### src/rtl/riscboy_ppu_ahbl_read_bridge.sv
// PPU read-only port to AHB-Lite bridge: halfword reads, in-order responses, one rdata_vld per request.
// Optional RISCBOY_PPU_BRIDGE_ERR_CAPTURE_EN adds err_addr, holding the address of the first failing read.
module riscboy_ppu_ahbl_read_bridge #(
    parameter int                   W_ADDR    = 18,
    parameter int                   W_HADDR   = 32,
    parameter logic [W_HADDR-1:0]   BASE_ADDR = 32'h2000_0000
) (
    input  logic                clk,
    input  logic                rst,

    input  logic [W_ADDR-1:0]   mem_addr,
    input  logic                mem_addr_vld,
    output logic                mem_addr_rdy,
    output logic [15:0]         mem_rdata,
    output logic                mem_rdata_vld,

    output logic [W_HADDR-1:0]  ahbl_haddr,
    output logic [1:0]          ahbl_htrans,
    output logic                ahbl_hwrite,
    output logic [2:0]          ahbl_hsize,
    output logic [2:0]          ahbl_hburst,
    output logic [3:0]          ahbl_hprot,
    output logic                ahbl_hmastlock,
    input  logic                ahbl_hready,
    input  logic                ahbl_hresp,
    input  logic [31:0]         ahbl_hrdata,

    output logic                err_sticky,
`ifdef RISCBOY_PPU_BRIDGE_ERR_CAPTURE_EN
    output logic [W_HADDR-1:0]  err_addr,
`endif
    input  logic                err_clr
);

    localparam logic [1:0] HTRANS_IDLE   = 2'b00;
    localparam logic [1:0] HTRANS_NONSEQ = 2'b10;

    logic              aph_vld;
    logic [W_ADDR-1:0] aph_addr;
    logic              dph_vld;
    logic              dph_lane;
    logic              dph_done;
    logic              dph_err;

    // Halfword accesses only; the byte-select bit is dropped.
    logic unused_addr_lsb;
    assign unused_addr_lsb = mem_addr[0];

    assign mem_addr_rdy = !aph_vld || ahbl_hready;

    always_ff @(posedge clk or posedge rst) begin
        if (rst) begin
            aph_vld  <= 1'b0;
            aph_addr <= '0;
        end else if (mem_addr_rdy) begin
            aph_vld  <= mem_addr_vld;
            aph_addr <= {mem_addr[W_ADDR-1:1], 1'b0};
        end
    end

    assign ahbl_haddr     = BASE_ADDR | {{(W_HADDR-W_ADDR){1'b0}}, aph_addr};
    assign ahbl_htrans    = aph_vld ? HTRANS_NONSEQ : HTRANS_IDLE;
    assign ahbl_hwrite    = 1'b0;
    assign ahbl_hsize     = 3'b001;
    assign ahbl_hburst    = 3'b000;
    assign ahbl_hprot     = 4'b0011;
    assign ahbl_hmastlock = 1'b0;

    always_ff @(posedge clk or posedge rst) begin
        if (rst) begin
            dph_vld  <= 1'b0;
            dph_lane <= 1'b0;
        end else if (ahbl_hready) begin
            dph_vld  <= aph_vld;
            dph_lane <= aph_addr[1];
        end
    end

    assign dph_done = dph_vld && ahbl_hready;
    assign dph_err  = dph_done && ahbl_hresp;

    // Errored reads still produce a (zero) response so upstream in-flight counts stay balanced.
    always_ff @(posedge clk or posedge rst) begin
        if (rst) begin
            mem_rdata_vld <= 1'b0;
            mem_rdata     <= 16'h0;
        end else begin
            mem_rdata_vld <= dph_done;
            if (dph_done)
                mem_rdata <= ahbl_hresp ? 16'h0 :
                             (dph_lane ? ahbl_hrdata[31:16] : ahbl_hrdata[15:0]);
        end
    end

    always_ff @(posedge clk or posedge rst) begin
        if (rst)
            err_sticky <= 1'b0;
        else if (dph_err)
            err_sticky <= 1'b1;
        else if (err_clr)
            err_sticky <= 1'b0;
    end

`ifdef RISCBOY_PPU_BRIDGE_ERR_CAPTURE_EN
    logic [W_HADDR-1:0] dph_haddr;

    always_ff @(posedge clk or posedge rst) begin
        if (rst)
            dph_haddr <= '0;
        else if (ahbl_hready)
            dph_haddr <= ahbl_haddr;
    end

    always_ff @(posedge clk or posedge rst) begin
        if (rst)
            err_addr <= '0;
        else if (dph_err && !err_sticky)
            err_addr <= dph_haddr;
    end
`endif

endmodule
### config.mk
export PLATFORM = sky130hd
export DESIGN_NAME = riscboy_ppu_ahbl_read_bridge
export DESIGN_NICKNAME = d
export VERILOG_FILES = /design/src/rtl/riscboy_ppu_ahbl_read_bridge.sv
export SDC_FILE = /design/constraint.sdc
export NUM_CORES = 1
export LEC_CHECK = 0
export CAP_MARGIN = 20
export CORE_MARGIN = 2
export CORE_UTILIZATION = 32
export DETAILED_ROUTE_END_ITERATION = 12
export PLACE_DENSITY = 0.87
export SYNTH_ARGS = -nofsm -noshare
export SYNTH_HDL_FRONTEND = slang
export SYNTH_SLANG_ARGS = --single-unit
### constraint.sdc
create_clock -name clk -period 1.2 [get_ports clk]
set_input_delay 0.24 -clock clk [delete_from_list [all_inputs] [get_ports clk]]
set_output_delay 0.24 -clock clk [all_outputs]
set_load 0.02 [all_outputs]
==> results.cfg, run 1 <==
[setup_path]
path_max_fanout = 2
reg2reg_depth = 3
start_kind = flip-flop
path_cells = buf_6, buf_6
endpoint_kind = output pin
worst_path_most_repeated_cell = buf_6
path_delay_family = flip-flops
reg2reg_slack_ps = 40
rr_startpoint = aph_vld$_DFFE_PP0P_
critPathSlowestCell = dfrtp_1
crit_required_ps = 960
reg2reg_to = aph_addr[4]$_DFFE_PP0P_
slowest_delay_ps = 410
critPathBufInv = 2
cp.arrival_ps = 950
worstSetupPathType = reg2out
crit_start = aph_vld$_DFFE_PP0P_

[logic_synthesis]
yosysTopAreaCell = dfrtp_1
avgSynthCellArea_um2 = 13.48
synth_area_leaders = dfrtp_1, buf_4, mux2i_1
synth_top_area_share_pct = 52.63
yosys_warnings = 0
ys_ff_latch = 38
synth_area_um2 = 1807
netlist_instances = 134
synth.distinct_cells = 15
ys_seq_area_share_pct = 52.63

[routing]
wl_met1_um = 1570
wl_met3_um = 377
first_pass_iters = 2
drc_errors = 0
dr.first_iter.drc_count = 23
wl_um = 4201
vias = 1328
final_antenna_net_count = 0
vias_per_cell = 4.256
route.met2.wl_um = 2219
wl_per_cell_um = 13.46
routed.top_layer = met4

[finish]
synthToLayoutAreaGrowth_pct = 53.19
layout_common_cells = clkdlybuf4s50_1, dfrtp_1, conb_1
layout_commonest_cell = clkdlybuf4s50_1
diodes = 0
num-fill-cells = 503
utilization_pct = 50.57
nNetsFinal = 295
layout-drive-gt1-share_pct = 32.92

[floorplanning]
start_util_pct = 33.01
num_rows = 27
die_y_um = 79.14
dieArea_um2 = 6263
io_pins = 121
coreArea_um2 = 5473
dieWidth_um = 79.14

[global_route]
antenna_found_initial = 0
grt_pass1_wl_um = 6672
track_usage_pct = 13.90
grt_pass1_vias = 1394
grt_max_degree = 39
grt.overflow.total = 0

[sta]
fmax_ghz = 0.8435
setup_viol = 0
whs_ps = 310.1
clock-skew-final_ps = 3.059
rsz0062_at_grt = true
hold_violations = 0
period_share_pct = 98.79
period_needed_ps = 1186
slew_violations = 0

[clock_network]
post_cts_buffers = 0
cts.clk_slew.worst_paths_ps = 70
cts.sinks = 38
clk-insertion-delay-late_ps = 280
cts.path.max_buffers = 2
cts_tree = yes
ctsHtreeMaxLevel = 2
cts_resized = 120
cts-buffers-inserted = 5
cts_hold_buffers = 0
root_buffer = clkbuf_8

[power]
power_density_nw_per_um2 = 1267
leakage_uw = 0.001339
peakVddDrop_v = 0.0007178

[worst_hold_path]
hold_path.class = in2async

[outcome]
status = completed

[flow_run]
drv_cap = 0

[place]
io_buffers = 91
gp_congestion = 0.6546
dp_hpwl_um = 3188
[cell usage after synthesis, drive strengths merged]
cell type,n
mux2i,16
mux2,19
buf,33
nand2b,2
o2bb2ai,16
conb,2
inv,3
clkbuf,2
nand2,1
a22o,1
nand3b,1
dfrtp,38
[through the flow]
step / setup TNS [ps] / power (uW) / setup slack (ps) / area, um2 / std cells
finish: 0 / 3507 / 14.48 / 2768 / 312
global route: -40.52 / 3727 / -24.09 / 2768 / 312
CTS: -1.428 / 3651 / -1.428 / 2933 / 312
detailed placement: -12350 / 2768 / -556.8 / 2778 / 304
global placement: -12590 / 2743 / -572.1 / 2778 / 304
floorplan: 0 / 2219 / 16.20 / 1904 / 160
[worst min-delay path: cells and delay by family]
| family | cells | cell delay (ps) |
|---|---|---|
| buffers and inverters | 3 | 720 |
[area by class of cell]
cell class / instances / area, um2 / share of cell area [%]
inverter: 3 / 11.26 / 0.4069
tap: 72 / 90.09 / 3.255
timing repair buffer: 107 / 934.6 / 33.77
clock inverter: 1 / 5.005 / 0.1808
clock buffer: 7 / 86.33 / 3.119
multi-input combinational: 84 / 689.4 / 24.91
sequential: 38 / 950.9 / 34.36
[flip-flops by register name, summed over array words and instances, names as in the netlist]
signal / count
aph_addr: 17
aph_vld: 1
dph_lane: 1
dph_vld: 1
err_sticky: 1
mem_rdata: 16
mem_rdata_vld: 1
[power by group]
| group | total [uW] | internal, uW | switching [uW] | leakage [uW] |
|---|---|---|---|---|
| sequential | 1520 | 1440 | 83.3 | 0.000466 |
| clock | 888 | 463 | 425 | 0.0000482 |
| combinational | 1100 | 541 | 554 | 0.000825 |
[per-layer routing]
layer	track usage [%]	vias up
met5	0	-
met4	3.103	0
met3	5.568	7
met2	24.83	70
met1	15.52	632
li1	-	619
[worst max path at each step]
stage                               end  cells after the start
6_report                 ahbl_htrans[1]                      2
5_1_grt                  ahbl_htrans[1]                      2
4_1_cts                  ahbl_htrans[1]                      2
3_5_place_dp               mem_addr_rdy                      3
3_3_place_gp               mem_addr_rdy                      3
2_1_floorplan  aph_addr[10]$_DFFE_PP0P_                      4
[cell families (layout without fill, tap and decap cells)]
family | Yosys count | in the layout | synth area share, %
mux | 35 | 35 | 22.37
simple gates | 4 | 4 | 1.316
compound gates | 17 | 17 | 8.241
buf+inv | 38 | 118 | 15.03
flops | 38 | 38 | 52.63
other cells | 2 | 28 | 0.4157
Power figures use the tool's default switching activity.
==> run 2: changes to the inputs <==
--- a/config.mk
+++ b/config.mk
@@ -6,10 +6,12 @@
 export NUM_CORES = 1
 export LEC_CHECK = 0
 export CAP_MARGIN = 20
+export CELL_PAD_IN_SITES_DETAIL_PLACEMENT = 0
+export CELL_PAD_IN_SITES_GLOBAL_PLACEMENT = 1
 export CORE_MARGIN = 2
-export CORE_UTILIZATION = 32
+export CORE_UTILIZATION = 24
 export DETAILED_ROUTE_END_ITERATION = 12
-export PLACE_DENSITY = 0.87
+export PLACE_DENSITY = 0.88
 export SYNTH_ARGS = -nofsm -noshare
 export SYNTH_HDL_FRONTEND = slang
 export SYNTH_SLANG_ARGS = --single-unit
==> run 2 against run 1 <==
- the flow now finishes with violations (setup timing)
- die area up 32%
- core utilization fell by 11 points
- sequential power barely moved
- total power rose by 1.4%
- clock-buffer cell count unchanged
- wire length grew 4.8%
- cell count up 7.7%
- clock skew about the same
- sequential cell count is the same
- clock power increased by 1%
- hold slack worse by 5.1 ps
- register-to-register slack worse by 60 ps
- critical endpoint is now mem_addr_rdy
- largest cell class unchanged
- largest power group unchanged
- highest routed layer unchanged
==> results.cfg, run 2 (same netlist as run 1, synthesis figures left out) <==
[setup_path]
start_kind = flip-flop
endpoint_kind = output pin
slowest_delay_ps = 390
path_max_fanout = 2
worstSetupPathType = reg2out
critPathBufInv = 2
path_cells = buf_6, nand2b_4, buf_6
critPathSlowestCell = dfrtp_1
crit_required_ps = 960
path_delay_family = flip-flops
worst_path_most_repeated_cell = buf_6
cp.arrival_ps = 1010

[place]
place_ws_ps = -598.0
gp_congestion = 0.6652
dp_hpwl_um = 3306
io_buffers = 91

[clock_network]
cts.clk_slew.worst_paths_ps = 70
cts.sinks = 38
cts-buffers-inserted = 5
cts_tree = yes
ctsHtreeMaxLevel = 2
root_buffer = clkbuf_8
cts_hold_buffers = 0
clk-insertion-delay-late_ps = 280
cts.path.max_buffers = 2

[global_route]
grt_max_degree = 39
antenna_found_initial = 0
grt.overflow.total = 0
grt_pass1_wl_um = 6927
track_usage_pct = 10.74
grt_pass1_vias = 1399

[sta]
slew_violations = 0
period_share_pct = 103.8
fmax_ghz = 0.8027
setup_tns_ps = -261.6
whs_ps = 305.0
setup_ws_ps = -45.74
period_needed_ps = 1246
setup_viol = 18
clock-skew-final_ps = 3.476
hold_violations = 0
rsz0062_at_grt = true

[worst_hold_path]
hold_path.class = in2async

[floorplanning]
dieWidth_um = 90.77
io_pins = 121
die_y_um = 90.77
dieArea_um2 = 8238
coreArea_um2 = 7253
start_util_pct = 24.91
num_rows = 31

[routing]
drc_errors = 0
first_pass_iters = 3
final_antenna_net_count = 0
wl_per_cell_um = 13.11
vias_per_cell = 3.911
dr.first_iter.drc_count = 42
wl_um = 4404
vias = 1314

[finish]
nNetsFinal = 292
layout-drive-gt1-share_pct = 32.49
top_register = aph_addr
synthToLayoutAreaGrowth_pct = 57.13
largest_reg_flops = 17
layout_commonest_cell = clkdlybuf4s50_1
layout_common_cells = clkdlybuf4s50_1, dfrtp_1, conb_1
num-fill-cells = 744
diodes = 0
reg_top3 = aph_addr: 17 flops, mem_rdata: 16 flops

[outcome]
status = finished with violations
violations = setup timing

[flow_run]
drv_cap = 0

[power]
power_density_nw_per_um2 = 1252
peakVddDrop_v = 0.0004690
leakage_uw = 0.001371
run 2: cell types whose count changed in the layout (fill, tap and decap cells not counted):
cell,change
clkbuf_2,-2
buf_4,-4
mux2_2,-9
clkdlybuf4s15_2,+3
buf_12,+1
clkdlybuf4s15_1,-1
mux2_4,+9
run 2: final timing paths:
path	end	start	slack, ps	depth (start not counted)
hold reg to reg	mem_rdata[4]$_DFFE_PP0P_	mem_rdata[4]$_DFFE_PP0P_	490	1
max in group asynchronous	aph_addr[12]$_DFFE_PP0P_	rst	690	3
hold / removal	aph_addr[10]$_DFFE_PP0P_	rst	300	3
setup / recovery	mem_addr_rdy	aph_vld$_DFFE_PP0P_	-50	3
setup reg to reg	aph_addr[14]$_DFFE_PP0P_	aph_vld$_DFFE_PP0P_	-20	4
min in group clk	mem_rdata[4]$_DFFE_PP0P_	mem_rdata[4]$_DFFE_PP0P_	490	1
run 2: repair_timing:
action / CTS / global route
pin swaps: 0 / 0
buffers inserted: 1 / 0
resized for setup: 129 / 27
endpoints found under the setup margin: 54 / 43
cloned: 0 / 0
run 2: worst register-to-register path, stage by stage (launching register included):
cell      delay [ps]
dfrtp_1          390
buf_6            120
nand2b_4          80
buf_12           180
mux2_4           320
run 2: where the power goes:
group / total [uW] / internal (uW) / switching [uW]
clock network: 898 / 464 / 435
registers: 1520 / 1440 / 83.2
logic: 1130 / 571 / 562
run 2: area by class of cell:
cell class | instances | area [um2] | share of cell area (%)
Multi-Input combinational cell | 84 | 723.2 | 25.47
Sequential cell | 38 | 950.9 | 33.49
Clock buffer | 7 | 86.33 | 3.041
Inverter | 3 | 11.26 | 0.3967
Tap cell | 99 | 123.9 | 4.363
Clock inverter | 1 | 5.005 | 0.1763
Timing Repair Buffer | 104 | 938.4 | 33.05
run 2: metrics by stage:
step / total power (uW) / utilization (%) / cell area, um2 / std cells
6_report: 3555 / 39.14 / 2839 / 336
5_1_grt: 3766 / 39.14 / 2839 / 336
4_1_cts: 3689 / 41.04 / 2977 / 336
3_5_place_dp: 2772 / 38.52 / 2794 / 327
3_3_place_gp: 2752 / 38.52 / 2794 / 327
2_1_floorplan: 2219 / - / 1904 / 160
run 2: metal layers:
| layer | GRT usage, % | wire [um] | share of wire [%] | up-vias |
|---|---|---|---|---|
| met5 | 0 | 0 | 0 | - |
| met4 | 3.077 | 16 | 0.36 | 0 |
| met3 | 4.841 | 499 | 11 | 2 |
| met2 | 19.15 | 2233 | 51 | 77 |
| met1 | 11.37 | 1654 | 38 | 621 |
| li1 | - | - | - | 614 |
==> run 3: changes to the inputs <==
--- a/config.mk
+++ b/config.mk
@@ -5,11 +5,11 @@
 export SDC_FILE = /design/constraint.sdc
 export NUM_CORES = 1
 export LEC_CHECK = 0
-export CAP_MARGIN = 20
 export CELL_PAD_IN_SITES_DETAIL_PLACEMENT = 0
 export CELL_PAD_IN_SITES_GLOBAL_PLACEMENT = 1
 export CORE_MARGIN = 2
 export CORE_UTILIZATION = 24
+export CTS_CLUSTER_SIZE = 20
 export DETAILED_ROUTE_END_ITERATION = 12
 export PLACE_DENSITY = 0.88
 export SYNTH_ARGS = -nofsm -noshare
==> results of run 3 <==
Final layout, timing and power as in run 2 (identical DEF).
